--- config.mk ---
export PLATFORM = sky130hd
export DESIGN_NAME = fetch_unit
export DESIGN_NICKNAME = d
export VERILOG_FILES = /design/src/rtl/fetch_unit_pkg.sv /design/src/rtl/fetch_fifo.sv /design/src/rtl/fetch_unit.sv
export SDC_FILE = /design/constraint.sdc
export NUM_CORES = 1
export LEC_CHECK = 0
export BUFFER_PORTS_ARGS = -buffer_cell sky130_fd_sc_hd__buf_2
export CAP_MARGIN = 5
export CORE_MARGIN = 2
export CORE_UTILIZATION = 54
export DETAILED_ROUTE_END_ITERATION = 8
export PLACE_DENSITY = 0.78
export SETUP_SLACK_MARGIN = 0.1
export SYNTH_ARGS = -nofsm -noshare
export SYNTH_HDL_FRONTEND = slang
export SYNTH_HIERARCHICAL = 1
export SYNTH_SLANG_ARGS = --single-unit
--- constraint.sdc ---
create_clock -name clk -period 3.03 [get_ports clk]
set_input_delay 0 -clock clk [delete_from_list [all_inputs] [get_ports clk]]
set_output_delay 0 -clock clk [all_outputs]
set_load 0.01 [all_outputs]
--- src/rtl/fetch_unit_pkg.sv ---
// Shared fetch-path constants, queue entry layout and fetch state encoding.
package fetch_unit_pkg;

    localparam logic [31:0] RESET_PC_DEF = 32'h0000_3000;
    localparam logic [31:0] NOP_INSTR    = 32'h0000_0000;
    localparam logic [31:0] PC_INC       = 32'd4;
    localparam int unsigned ENTRY_W      = 65;

    typedef struct packed {
        logic        adel;
        logic [31:0] pc;
        logic [31:0] instr;
    } fetch_entry_t;

    typedef enum logic [1:0] {
        FS_RUN  = 2'd0,
        FS_ADEL = 2'd1,
        FS_HALT = 2'd2
    } fetch_state_e;

endpackage

--- src/rtl/fetch_fifo.sv ---
// Synchronous FIFO with flush; head word is read straight from storage.
module fetch_fifo #(
    parameter int unsigned W        = 65,
    parameter int unsigned DEPTH    = 4,
    parameter logic [W-1:0] RST_WORD = '0
) (
    input  logic                     clk,
    input  logic                     rst_n,
    input  logic                     flush,
    input  logic                     push,
    input  logic [W-1:0]             wdata,
    input  logic                     pop,
    output logic [W-1:0]             rdata,
    output logic                     valid,
    output logic [$clog2(DEPTH):0]   count
);

    localparam int unsigned AW = $clog2(DEPTH);

    logic [W-1:0]  mem [DEPTH];
    logic [AW-1:0] wr_ptr;
    logic [AW-1:0] rd_ptr;
    logic [AW:0]   cnt;
    logic          do_push;
    logic          do_pop;

    assign do_pop  = pop & (cnt != '0);
    assign do_push = push & ((cnt != (AW+1)'(DEPTH)) | do_pop);

    always_ff @(posedge clk or negedge rst_n) begin
        if (!rst_n) begin
            for (int i = 0; i < int'(DEPTH); i++) mem[i] <= RST_WORD;
            wr_ptr <= '0;
            rd_ptr <= '0;
            cnt    <= '0;
        end else if (flush) begin
            wr_ptr <= '0;
            rd_ptr <= '0;
            cnt    <= '0;
        end else begin
            if (do_push) begin
                mem[wr_ptr] <= wdata;
                wr_ptr      <= wr_ptr + AW'(1);
            end
            if (do_pop) rd_ptr <= rd_ptr + AW'(1);
            cnt <= cnt + (AW+1)'(do_push) - (AW+1)'(do_pop);
        end
    end

    assign rdata = mem[rd_ptr];
    assign valid = (cnt != '0);
    assign count = cnt;

endmodule

--- src/rtl/fetch_unit.sv ---
// Instruction fetch front end: PC register, credit-limited imem requests, instruction queue.
// FETCH_ALIGN_CHECK_EN: misaligned redirects yield one address-error entry instead of a fetch.
module fetch_unit
    import fetch_unit_pkg::*;
#(
    parameter logic [31:0] RESET_PC = RESET_PC_DEF,
    parameter int unsigned DEPTH    = 4
) (
    input  logic        clk,
    input  logic        reset,
    input  logic        redirect_valid,
    input  logic [31:0] redirect_pc,
    output logic        imem_req,
    output logic [31:0] imem_addr,
    input  logic        imem_gnt,
    input  logic        imem_rvalid,
    input  logic [31:0] imem_rdata,
    output logic        if_valid,
    output logic [31:0] if_instr,
    output logic [31:0] if_pc,
    output logic [31:0] if_pc4,
    output logic        if_adel,
    input  logic        if_ready
);

    localparam int unsigned CW = $clog2(DEPTH) + 1;
    // Squash counter has headroom for several stacked redirects before old responses return.
    localparam int unsigned DW = CW + 3;
    localparam int unsigned SW = CW + 1;
    localparam fetch_entry_t RST_ENTRY = '{adel: 1'b0, pc: RESET_PC, instr: NOP_INSTR};

    fetch_state_e  state, state_n;
    logic [31:0]   fetch_pc, fetch_pc_n;
    logic [31:0]   resp_pc, resp_pc_n;
    logic [CW-1:0] cnt_out, cnt_out_n;
    logic [DW-1:0] drop_cnt, drop_n;
    logic          req_q, req_n;
    logic [CW-1:0] q_cnt, q_cnt_n;

    logic          gnt;
    logic          resp_drop;
    logic          resp_live;
    logic          pop;
    logic          push;
    fetch_entry_t  push_data;
    fetch_entry_t  head;
    logic          head_valid;
    logic [31:0]   tgt_pc;
    logic          tgt_misal;

`ifdef FETCH_ALIGN_CHECK_EN
    assign tgt_pc    = redirect_pc;
    assign tgt_misal = |redirect_pc[1:0];
    assign if_adel   = head.adel;
`else
    logic unused_bits;
    assign tgt_pc      = {redirect_pc[31:2], 2'b00};
    assign tgt_misal   = 1'b0;
    assign if_adel     = 1'b0;
    assign unused_bits = ^{redirect_pc[1:0], head.adel};
`endif

    assign gnt       = imem_req & imem_gnt;
    assign resp_drop = imem_rvalid & (drop_cnt != '0);
    assign resp_live = imem_rvalid & (drop_cnt == '0);
    assign pop       = head_valid & if_ready;

    // Next-state: redirect overrides everything; otherwise grants, responses and the adel push.
    always_comb begin
        state_n    = state;
        fetch_pc_n = fetch_pc;
        resp_pc_n  = resp_pc;
        cnt_out_n  = cnt_out;
        drop_n     = drop_cnt;
        push       = 1'b0;
        push_data  = '{adel: 1'b0, pc: resp_pc, instr: imem_rdata};

        if (redirect_valid) begin
            fetch_pc_n = tgt_pc;
            resp_pc_n  = tgt_pc;
            cnt_out_n  = '0;
            drop_n     = drop_cnt + DW'(cnt_out) + DW'(gnt) - DW'(imem_rvalid);
            state_n    = tgt_misal ? FS_ADEL : FS_RUN;
        end else begin
            if (gnt) fetch_pc_n = fetch_pc + PC_INC;
            cnt_out_n = cnt_out + CW'(gnt) - CW'(resp_live);
            if (resp_drop) drop_n = drop_cnt - DW'(1);
            if (resp_live) begin
                push      = 1'b1;
                resp_pc_n = resp_pc + PC_INC;
            end
            if (state == FS_ADEL) begin
                push      = 1'b1;
                push_data = '{adel: 1'b1, pc: fetch_pc, instr: NOP_INSTR};
                state_n   = FS_HALT;
            end
        end

        q_cnt_n = redirect_valid ? '0 : q_cnt + CW'(push) - CW'(pop);
        req_n   = (state_n == FS_RUN) &&
                  ((SW'(cnt_out_n) + SW'(q_cnt_n)) < SW'(DEPTH));
    end

    always_ff @(posedge clk or negedge reset) begin
        if (!reset) begin
            state    <= FS_RUN;
            fetch_pc <= RESET_PC;
            resp_pc  <= RESET_PC;
            cnt_out  <= '0;
            drop_cnt <= '0;
            req_q    <= 1'b0;
        end else begin
            state    <= state_n;
            fetch_pc <= fetch_pc_n;
            resp_pc  <= resp_pc_n;
            cnt_out  <= cnt_out_n;
            drop_cnt <= drop_n;
            req_q    <= req_n;
        end
    end

    fetch_fifo #(
        .W        (ENTRY_W),
        .DEPTH    (DEPTH),
        .RST_WORD (RST_ENTRY)
    ) u_fifo (
        .clk   (clk),
        .rst_n (reset),
        .flush (redirect_valid),
        .push  (push),
        .wdata (push_data),
        .pop   (pop),
        .rdata (head),
        .valid (head_valid),
        .count (q_cnt)
    );

    assign imem_req  = req_q;
    assign imem_addr = fetch_pc;
    assign if_valid  = head_valid;
    assign if_instr  = head.instr;
    assign if_pc     = head.pc;
    assign if_pc4    = head.pc + PC_INC;

endmodule

**Word level (Yosys, flattened, before mapping)**

Index checks and enable logic that the tools add are counted.

- Bitwise gates (word level): 10
- Add/sub/neg operators: 16
- $lt $le $gt $ge: 4
- Mux-type cells: 26
- Equal/unequal tests: 2
- Reductions and logical operators: 12

Operators with widths:

| cell | count |
|---|---|
| 260-bit bitwise mux | 1 |
| 65-bit 2-to-1 mux | 3 |
| 65-bit binary-select mux with 2-bit select | 1 |
| 65-bit demux with 2-bit select | 1 |
| 32-bit 2-to-1 mux | 4 |
| 64-bit 2-to-1 mux | 2 |
| 32-bit by 3-bit adder with 32-bit output (second input constant) | 3 |
| 2-bit 2-to-1 mux | 6 |
| 6-bit 2-to-1 mux | 2 |
| 2-bit nonzero test | 5 |
| 3-bit by 1-bit adder with 3-bit output | 3 |
| 3-bit 2-to-1 mux | 3 |
| 3-bit by 1-bit subtractor with 3-bit output | 3 |
| 6-bit by 1-bit adder with 6-bit output | 1 |
| 6-bit by 3-bit adder with 6-bit output | 1 |
| 1-bit bitwise AND | 6 |
| 3-bit greater-or-equal comparator (second input constant) | 2 |
| 6-bit logical NOT | 1 |
| 2-bit inverter with 3-bit output | 2 |
| 6-bit nonzero test | 1 |
| 6-bit by 1-bit subtractor with 6-bit output | 1 |
| 6-bit by 1-bit subtractor with 6-bit output (second input constant) | 1 |
| 2-bit by 1-bit adder with 2-bit output (second input constant) | 2 |
| 3-bit by 3-bit adder with 4-bit output | 1 |
| other kinds (11) | 14 |

- Output and inout port bits: 131
- Bits in registers: 343

**Logic depth before layout (Yosys ltp)**

Gate-level depths: netlist (run 1).

- Word-level depth: 11
- Gate-level depth with buffers: 16
- Gate-level depth less buffers: 15

**Hierarchy**

Netlist (run 1), hierarchy kept.

By module, submodules not included:

| module | area an instance (sq um) | times used | cells each |
|---|---|---|---|
| fetch_fifo | 11673.7 | 1 | 674 |
| fetch_unit | 5874.4 | 1 | 678 |

**Worst setup path after synthesis (run 1)**

OpenSTA, ideal clock, no wires.

- Kind: register to register
- From: register state[1]
- To: register req_q, in the netlist imem_req
- Arrival: 3199 ps
- Setup slack: -269 ps
- Data required time: 2931 ps
- Cell stages (with the launch flop): 14
- Buffers on the path: 2
- Setup time: 99 ps
- Clock period less this slack: 3299 ps
- Cells stage by stage: dfrtp_1 > nor3b_1 > clkbuf_1 > buf_1 > a21oi_1 > ha_1 > inv_1 > ha_1 > fa_1 > xnor2_1 > nor2_1 > ha_1 > or3_1 > a311oi_1

- Word-level cells in the longest chain between the ends: 9
- Elaborated cells on any way between the ends: 12
- Classes of those cells: add/sub (3); order compare (1); eq/ne (1); mux (5); reduce/logical (2)

RTL lines:

| item | RTL line | text |
|---|---|---|
| from (decl) | fetch_unit.sv:32 | `fetch_state_e state, state_n;` |
| from (signal assigned) | fetch_unit.sv:113 | `state <= state_n;` |
| 2-bit by 1-bit == test with 1-bit output | fetch_unit.sv:92 | `if (state == FS_ADEL) begin` |
| 1-bit 2-to-1 mux | fetch_unit.sv:92 |  |
| 1-bit 2-to-1 mux | fetch_unit.sv:78 | `if (redirect_valid) begin` |
| 3-bit by 1-bit adder with 3-bit output | fetch_unit.sv:99 | `q_cnt_n = redirect_valid ? '0 : q_cnt + CW'(push) - CW'(pop);` |
| 3-bit by 1-bit subtractor with 3-bit output | fetch_unit.sv:99 |  |
| 3-bit 2-to-1 mux | fetch_unit.sv:99 |  |
| 3-bit by 3-bit adder with 4-bit output | fetch_unit.sv:101 | `((SW'(cnt_out_n) + SW'(q_cnt_n)) < SW'(DEPTH));` |
| 4-bit by 3-bit < comparator with 1-bit output | fetch_unit.sv:101 |  |
| 1-bit logical AND * | fetch_unit.sv:100 | `req_n = (state_n == FS_RUN) &&` |
| via req_n | fetch_unit.sv:37 | `logic req_q, req_n;` |
| to (signal assigned) | fetch_unit.sv:118 | `req_q <= req_n;` |
| to (decl) | fetch_unit.sv:37 |  |

The timed path passes the listed nets; every way through them passes the cells marked *.
A chain may end at the register's enable or synchronous reset.

**Worst setup path after layout (run 1)**

- From: register drop_cnt[1]
- To: register req_q, in the netlist imem_req

- Elaborated cells on any way between the ends: 13
- Classes of those cells: add/sub (4); order compare (1); mux (5); bitwise (1); reduce/logical (2)

RTL lines:

| item | RTL line | text |
|---|---|---|
| from (decl) | fetch_unit.sv:36 | `logic [DW-1:0] drop_cnt, drop_n;` |
| from (signal assigned) | fetch_unit.sv:117 | `drop_cnt <= drop_n;` |
| 6-bit logical NOT | fetch_unit.sv:65 | `assign resp_live = imem_rvalid & (drop_cnt == '0);` |
| 1-bit bitwise AND | fetch_unit.sv:65 |  |
| 3-bit by 1-bit subtractor with 3-bit output | fetch_unit.sv:86 | `cnt_out_n = cnt_out + CW'(gnt) - CW'(resp_live);` |
| 3-bit 2-to-1 mux | fetch_unit.sv:78 |  |
| via cnt_out_n[2] | fetch_unit.sv:35 | `logic [CW-1:0] cnt_out, cnt_out_n;` |
| 3-bit by 3-bit adder with 4-bit output | fetch_unit.sv:101 |  |
| 4-bit by 3-bit < comparator with 1-bit output | fetch_unit.sv:101 |  |
| 1-bit logical AND | fetch_unit.sv:100 |  |
| via req_n | fetch_unit.sv:37 |  |

The timed path passes the listed nets, and every way through them passes these cells.

==> results.md, run 1 <==
Outcome:
- The flow ran to the end, and the final reports show no timing, DRC or antenna violations.

Placed design:
- The global placer's final weighted congestion is 0.845.
- The number of placed instances, taps included, is about 1900.
- Once detailed placement completed, the half-perimeter wirelength came to ~29 mm.
- In this run the cell area measured after placement is 19000 um^2.
- Port buffering added about 200 buffers.

STA:
- The slew at the pin with the worst max-slew slack is about 0.94 ns.
- The time the worst path needs with I/O delays and setup is 2.98 ns.
- The final max-slew violation count was 0.
- The final worst-path cycle share is approximately 98%.
- The final setup violation count is 0.
- Setup repair after global routing could not meet its margin everywhere.
- The number of hold-slack violations in the final timing report was 0.
- The clock arrives with 0.0200 ns of skew.
- The top achievable clock speed is between 300 and 400 MHz.
- The tightest slew margin relative to the limit is 37.0%.

Worst setup path:
- The worst setup path is captured at a register.
- The critical path goes through inv_2, ha_4, nand4bb_4, nor2_4, buf_4, ha_1, inv_1, ha_1, inv_1, fa_2, xnor2_1, nor2_1, ha_1, or3_4, a311oi_2.
- At the worst endpoint, the required time is 3.46 ns.
- The critical path's largest stage delay is a little under 0.4 ns.
- The endpoint arrival time on the critical path is 3.41 ns.
- The most common cell type on the critical path is ha_1.
- The critical path launch point is drop_cnt[1]$_DFFE_PN0P_.
- The startpoint identified for the worst register-to-register timing path is drop_cnt[1]$_DFFE_PN0P_.
- The depth of the worst register-to-register path is 15.
- The critical path is of the register to register type.
- The capture point of the worst path is imem_req$_DFF_PN0_.
- Of all nets on the critical path, the largest fanout is 2.
- In this run the critical register-to-register path is captured at imem_req$_DFF_PN0_.
- The register-to-register path setup slack is 0.05 ns.
- The worst setup path is launched from a register.
- Among all stages on the critical path, the largest delay is contributed by dfrtp_1.

Hold path:
- The path class of the tightest hold or removal check is input port to register.
- The startpoint of the worst hold path is imem_rdata[18].

Clock tree:
- The cell at the root of the clock tree is clkbuf_16.
- Clock latency on the worst-skew pair, taken at its later pin, is 0.53 ns.
- The clock sink total is 335.
- TritonCTS built the clock tree.
- Clock-pin slew was measured on the worst setup and hold paths at about 0.060 ns.
- Clock tree synthesis inserted a total of 36 buffers.
- The clock passes through at most 3 buffers.
- The number of H-tree levels is 2.

Die:
- The die covers 33600 um^2.
- The total core area is 31600 um^2.
- The initialized floorplan defines 65 standard-cell rows.
- The height of the die is 183 um.
- The initial standard-cell utilization of the core is 54.9%.
- The count of boundary I/O pins is 201.
- The horizontal extent of the die is 183 um.

Finish:
- The share of cells above drive strength 1 is 45.8%.
- The filler-free cell count of the finished design is 2061.
- The cell area after layout is 21300 um^2.
- The area growth from synthesis to layout is 22.4%.
- The final layout net count is 1736.

Global routing:
- Global routing used roughly 26% of the available tracks.
- Entering global routing, the biggest net connects 108 pins.
- The initial antenna violation count came to 2.
- The number of global-route vias before repair is 12747.
- The global-route wire length before repair is 68.6 mm.
- The aggregate global routing overflow is 0.

Synth:
- In this run the mean area of a mapped cell was ~13 um^2.
- In this run the cell area of the synthesized design comes to about 17000 um^2.
- After technology mapping, the gate count stands at 1343.
- The count of synthesis-stage warnings from yosys is 6.

Drt:
- For this run, design rule violations remaining after detail routing come to 0.
- The number of iterations in the first detailed-routing pass is 5.
- Across all layers, the routed design uses 12331 vias.
- Dividing the detail-routed wire length by the instance count gives 21.0 um.
- The total wire length after detailed routing is 43.3 mm.
- After detailed routing, the number of vias per cell comes to 5.98.
- The number of DRC violations after detailed-routing iteration 0 is 728.
- The post-route antenna net violation count is 0.

Pwr:
- Power spread over the standard cell area amounts to 658 nW/um^2.
- The worst-case vdd ir drop is 483 uV.
- Summed over all cells, the static leakage comes to 9.99 nW.

Job:
- The number of violations of the max-capacitance limit is 0.
[final cells by class]
type	instances	area, um^2
tap	402	503
clock buffer	51	1050
inverter	37	139
sequential	335	8410
fill	2214	10400
clock inverter	10	183
multi-input combinational	896	8660
antenna	1	2.50
timing repair buffer	329	2340
[worst min path at each step]
| stage | endpoint | depth (start not counted) |
|---|---|---|
| detailed placement | imem_addr[25]$_DFFE_PN0N_ | 1 |
| finish | u_fifo/mem[83]$_DFFE_PN0P_ | 3 |
| CTS | u_fifo/mem[66]$_DFFE_PN0P_ | 3 |
| global placement | imem_addr[25]$_DFFE_PN0N_ | 1 |
| floorplan | cnt_out[0]$_DFF_PN0_ | 0 |
| global route | u_fifo/mem[213]$_DFFE_PN0P_ | 3 |
[metal layers]
layer	routed length, um	global-route usage [%]	vias up
li1	-	-	5549
met1	18500	34.9	6330
met2	21100	42.6	363
met3	2410	4.92	87
met4	1290	8.90	2
met5	13	0	-
[registers in the layout, indices dropped and copies added, names as in the netlist]
name and cells:
state 2, u_fifo/mem 256, u_fifo/rd_ptr 2, imem_req 1, cnt_out 3, u_fifo/count 3, imem_addr 30, resp_pc 30
drop_cnt 6, u_fifo/wr_ptr 2
[per-stage QoR]
step                total power, mW  utilization, %  setup slack [ns]  setup TNS (ns)  hold slack [ns]
finish                         14.0            67.2            0.0468               0           0.0166
floorplan                      7.69               -            0.0857               0           -0.296
detailed placement             9.11            60.0           -0.0697         -0.0697            0.107
global placement               8.95            60.0            0.0694               0            0.101
CTS                            13.9            66.5            0.0507               0         0.000440
global route                   14.7            67.2            -0.132          -0.132           0.0281
[power by group]
part,switching (mW),internal (mW)
combinational,2.08,1.98
clock,1.79,2.76
sequential,0.391,4.99
[cells in the final DEF (no fill, tap or decap), types with 7 or more instances in the layout]
cell type / n
or3_1: 7
mux4_2: 64
nand2_1: 35
a31oi_1: 15
nor4_1: 18
a211oi_1: 16
buf_12: 12
ha_1: 22
nor2_1: 49
dfstp_2: 12
o31ai_1: 11
a21oi_1: 13
nand3_1: 39
buf_4: 66
nor3_1: 14
nand4_1: 30
and3_1: 17
or4_1: 11
dfrtp_1: 320
clkbuf_16: 37
nor2b_1: 41
clkbuf_8: 9
dlygate4sd3_1: 49
inv_1: 32
conb_1: 11
xnor2_1: 43
buf_2: 194
mux2_2: 298
o21ai_0: 16
and4_1: 15
xor2_1: 15
[what timing repair did]
item | 4_1_cts | 5_1_grt
buffers inserted | 25 | 13
cloned | 0 | 1
endpoints found under the setup margin | 24 | 20
hold endpoints to repair | 219 | 0
pin swaps | 14 | 13
hold buffers | 49 | 0
resized for setup | 21 | 19
[worst max-delay path, delay by kind of cell (launching register included)]
| family | cells | cell delay (ns) |
|---|---|---|
| and+or+nand+nor | 4 | 0.77 |
| adders and majority gates | 5 | 1.10 |
| AOI/OAI and AO/OA | 1 | 0.19 |
| buffers and inverters | 4 | 0.32 |
| xor gates and xnor gates | 1 | 0.13 |
| DFF | 1 | 0.39 |
(Power assumes the default switching activity.)
==> inputs of run 2 (changes only) <==
--- a/config.mk
+++ b/config.mk
@@ -11,6 +11,7 @@
 export CORE_UTILIZATION = 54
 export DETAILED_ROUTE_END_ITERATION = 8
 export PLACE_DENSITY = 0.78
+export RECOVER_POWER = 100
 export SETUP_SLACK_MARGIN = 0.1
 export SYNTH_ARGS = -nofsm -noshare
 export SYNTH_HDL_FRONTEND = slang
==> run 2 against run 1 <==
- the run now ends with capacitance limit, slew limit left
- cell count stayed put
- utilization fell by 0.28 points
- first-iteration DRC count is 6.2% lower
- register-to-register slack about the same
- non-clock buffer count did not move
- highest routed layer unchanged
==> results.md, run 2 (synthesis results as in run 1) <==
Hold path:
- The path category of the worst min-delay check is input port to register.
- The worst hold path terminates at u_fifo/mem[83]$_DFFE_PN0P_.
- The worst hold path was traced through 3 stages.
- In this run the most critical hold path is launched from imem_rdata[18].

STA:
- The final max-slew violation count is 183.
- At the pin with the least slew margin, the transition time is approximately 2.4 ns.
- The time the worst path needs with I/O delays and setup is 2.98 ns.
- Derived from the worst setup path, the maximum achievable clock frequency is around 340 MHz.
- The number of hold-slack violations in the final timing report is 0.
- The worst-case clock skew is 0.0216 ns.
- Across all setup checks in the final design, the least slack found is around 0.046 ns.
- After layout, the worst path uses 98.5% of the clock period.
- The tightest slew margin relative to the limit is -59.6%.
- Setup violations remaining at the end of the flow were counted as 0.
- Setup repair after global routing could not meet its margin everywhere.

Outcome:
- The checks that failed: capacitance limit, slew limit.
- The run finished, with violations left.

Global routing:
- The number of global-route vias before repair came to 12747.
- The total global-route track usage is 26.0%.
- The initial antenna violation count is 2.
- The total overflow left after global routing is 0.
- The pin count of the biggest net entering global routing is 108.
- The global-route wire length before repair is about 69 mm.

Die:
- The horizontal extent of the die is 183 um.
- The core region is between 30000 and 40000 um^2.
- The initial standard-cell utilization of the core is around 55%.
- The die covers 33600 um^2.
- The count of boundary I/O pins is about 200.
- The number of placement rows is 65.
- Measured along the y axis, the die boundary spans 183 um.

Pwr:
- After layout, the design draws a total of between 10 and 15 mW.
- The worst-case vdd ir drop is 483 uV.
- Power spread over the standard cell area amounts to 660 nW/um^2.
- The leakage power figure is 9.88 nW.

Worst setup path:
- The depth of the worst register-to-register path is 15.
- Along the worst path, the maximum fanout reaches 2.
- The worst setup path is captured at a register.
- The critical register-to-register path endpoint is imem_req$_DFF_PN0_.
- The launch instance of the worst register-to-register path is drop_cnt[1]$_DFFE_PN0P_.
- The critical setup path kind is register to register.
- At the worst endpoint, the arrival time is 3.42 ns.
- At the worst endpoint, the required time is 3.46 ns.
- The worst setup path is launched from a register.
- Across all register-to-register paths, the minimum setup slack is 0.05 ns.

Finish:
- The footprint of the multi-input gates is roughly 8700 um^2.
- The final layout contains approximately 1700 nets.
- The register with the most flip-flops in the layout has 256 of them.
- In the layout the commonest cells are dfrtp_1 (320), mux2_2 (298), buf_2 (165).
- The final-layout fill cell count is 2239.
- In the final layout, flip-flops and latches occupy ~8400 um^2.
- The register containing the most flip-flops in the final layout is u_fifo/mem.
- Leaving out fill and tap cells, the most frequent cell in the layout is dfrtp_1.
- Compared with the post-synthesis result, the final layout area differs by 21.9%.
- The share of cells above drive strength 1 is between 40% and 50%.

Drt:
- The number of vias per cell after detailed routing is 5.99.
- Summed over all layers, the routed wires come to 43.4 mm.
- After detailed routing, the number of remaining DRC violations is 0.
- The number of DRC violations after detailed-routing iteration 0 is 683.
- Before antenna repair, the detailed router went through 5 iterations.
- The average detailed-routed wire length per instance is approximately 21 um.
- The detailed router placed 12345 vias in this run.
- Once detail routing completed, the nets flagged for antenna violations numbered 0.

Placed design:
- The minimum setup slack after placement is -0.0697 ns.
- The post-detailed-placement half-perimeter wirelength is about 29 mm.
- The number of buffers inserted by port buffering is 195.
- Routability-driven placement finished with a final weighted congestion of between 0.8 and 0.9.

Clock tree:
- The root buffer cell chosen for the clock tree is clkbuf_16.
- The latest clock arrival within the worst-skew pair is 0.53 ns.
- The H-tree generated during clock tree synthesis spans 2 levels.
- Counting the buffers created by CTS gives 36.
- For this design, the sink count on the clock tree is 335.
- The CTS tree is built.
- The register clock-pin slew on the reported worst setup and hold paths is 0.06 ns.
- The clock passes through at most 3 buffers.

Job:
- The number of violations of the max-capacitance limit is 2.
==> run 2: how the worst max path moves through the flow <==
stage	startpoint	end	slack, ns
6_report	drop_cnt[1]$_DFFE_PN0P_	imem_req$_DFF_PN0_	0.05
5_1_grt	drop_cnt[1]$_DFFE_PN0P_	imem_req$_DFF_PN0_	-0.13
4_1_cts	drop_cnt[1]$_DFFE_PN0P_	imem_req$_DFF_PN0_	0.05
3_5_place_dp	drop_cnt[1]$_DFFE_PN0P_	imem_req$_DFF_PN0_	-0.07
3_3_place_gp	drop_cnt[5]$_DFFE_PN0P_	imem_req$_DFF_PN0_	0.07
2_1_floorplan	drop_cnt[0]$_DFFE_PN0P_	imem_req$_DFF_PN0_	0.09
==> run 2: per-layer routing <==
| layer | wire length [um] | up-vias | part of all wire, % | track usage (%) |
|---|---|---|---|---|
| met2 | 21000 | 384 | 48 | 42.6 |
| met4 | 1290 | 2 | 3.0 | 8.90 |
| met3 | 2560 | 86 | 5.9 | 4.92 |
| li1 | - | 5550 | - | - |
| met5 | 13 | - | 0.030 | 0 |
| met1 | 18500 | 6323 | 43 | 34.9 |
==> run 2: report_power, final <==
part / leakage [nW] / internal [mW] / switching, mW
combinational: 4.81 / 1.96 / 2.08
sequential: 4.46 / 4.99 / 0.393
clock: 0.601 / 2.76 / 1.79
==> run 2: layout make-up <==
| type | instances | share of cell area (%) |
|---|---|---|
| sequential | 335 | 39.7 |
| clock buffer | 51 | 4.94 |
| inverter | 37 | 0.656 |
| clock inverter | 10 | 0.862 |
| tap | 402 | 2.37 |
| multi-input combinational | 896 | 40.9 |
| antenna | 1 | 0.0118 |
| timing repair buffer | 329 | 10.6 |
==> run 2: critical path, cell delays in order, from the launching register on <==
cell and delay [ns]:
dfrtp_1 0.39, inv_2 0.09, ha_4 0.15, nand4bb_4 0.14, nor2_4 0.14, buf_4 0.12
ha_1 0.22, inv_1 0.06, ha_1 0.14, inv_1 0.05, fa_2 0.33, xnor2_1 0.13
nor2_1 0.16, ha_1 0.26, or3_4 0.33, a311oi_2 0.19
==> run 2: stage by stage <==
stage                     hold WS (ns)  instances  utilization (%)  TNS (ns)  instance area, um^2
after floorplan                 -0.296       1353                -         0                17500
after global placement           0.101       1911             60.0         0                19000
after detailed placement         0.107       1911             60.0   -0.0697                19000
after CTS                     0.000440       2046             66.5         0                21000
after global routing            0.0281       2061             67.0    -0.497                21200
final                           0.0165       2061             67.0         0                21200
==> run 2: timing repair <==
item | CTS | global route
hold buffers | 49 | 0
resized for setup | 21 | 19
setup buffers | 25 | 13
setup endpoints to repair | 24 | 20
pin swaps | 14 | 13
gates cloned | 0 | 1
hold endpoints to repair | 219 | 0
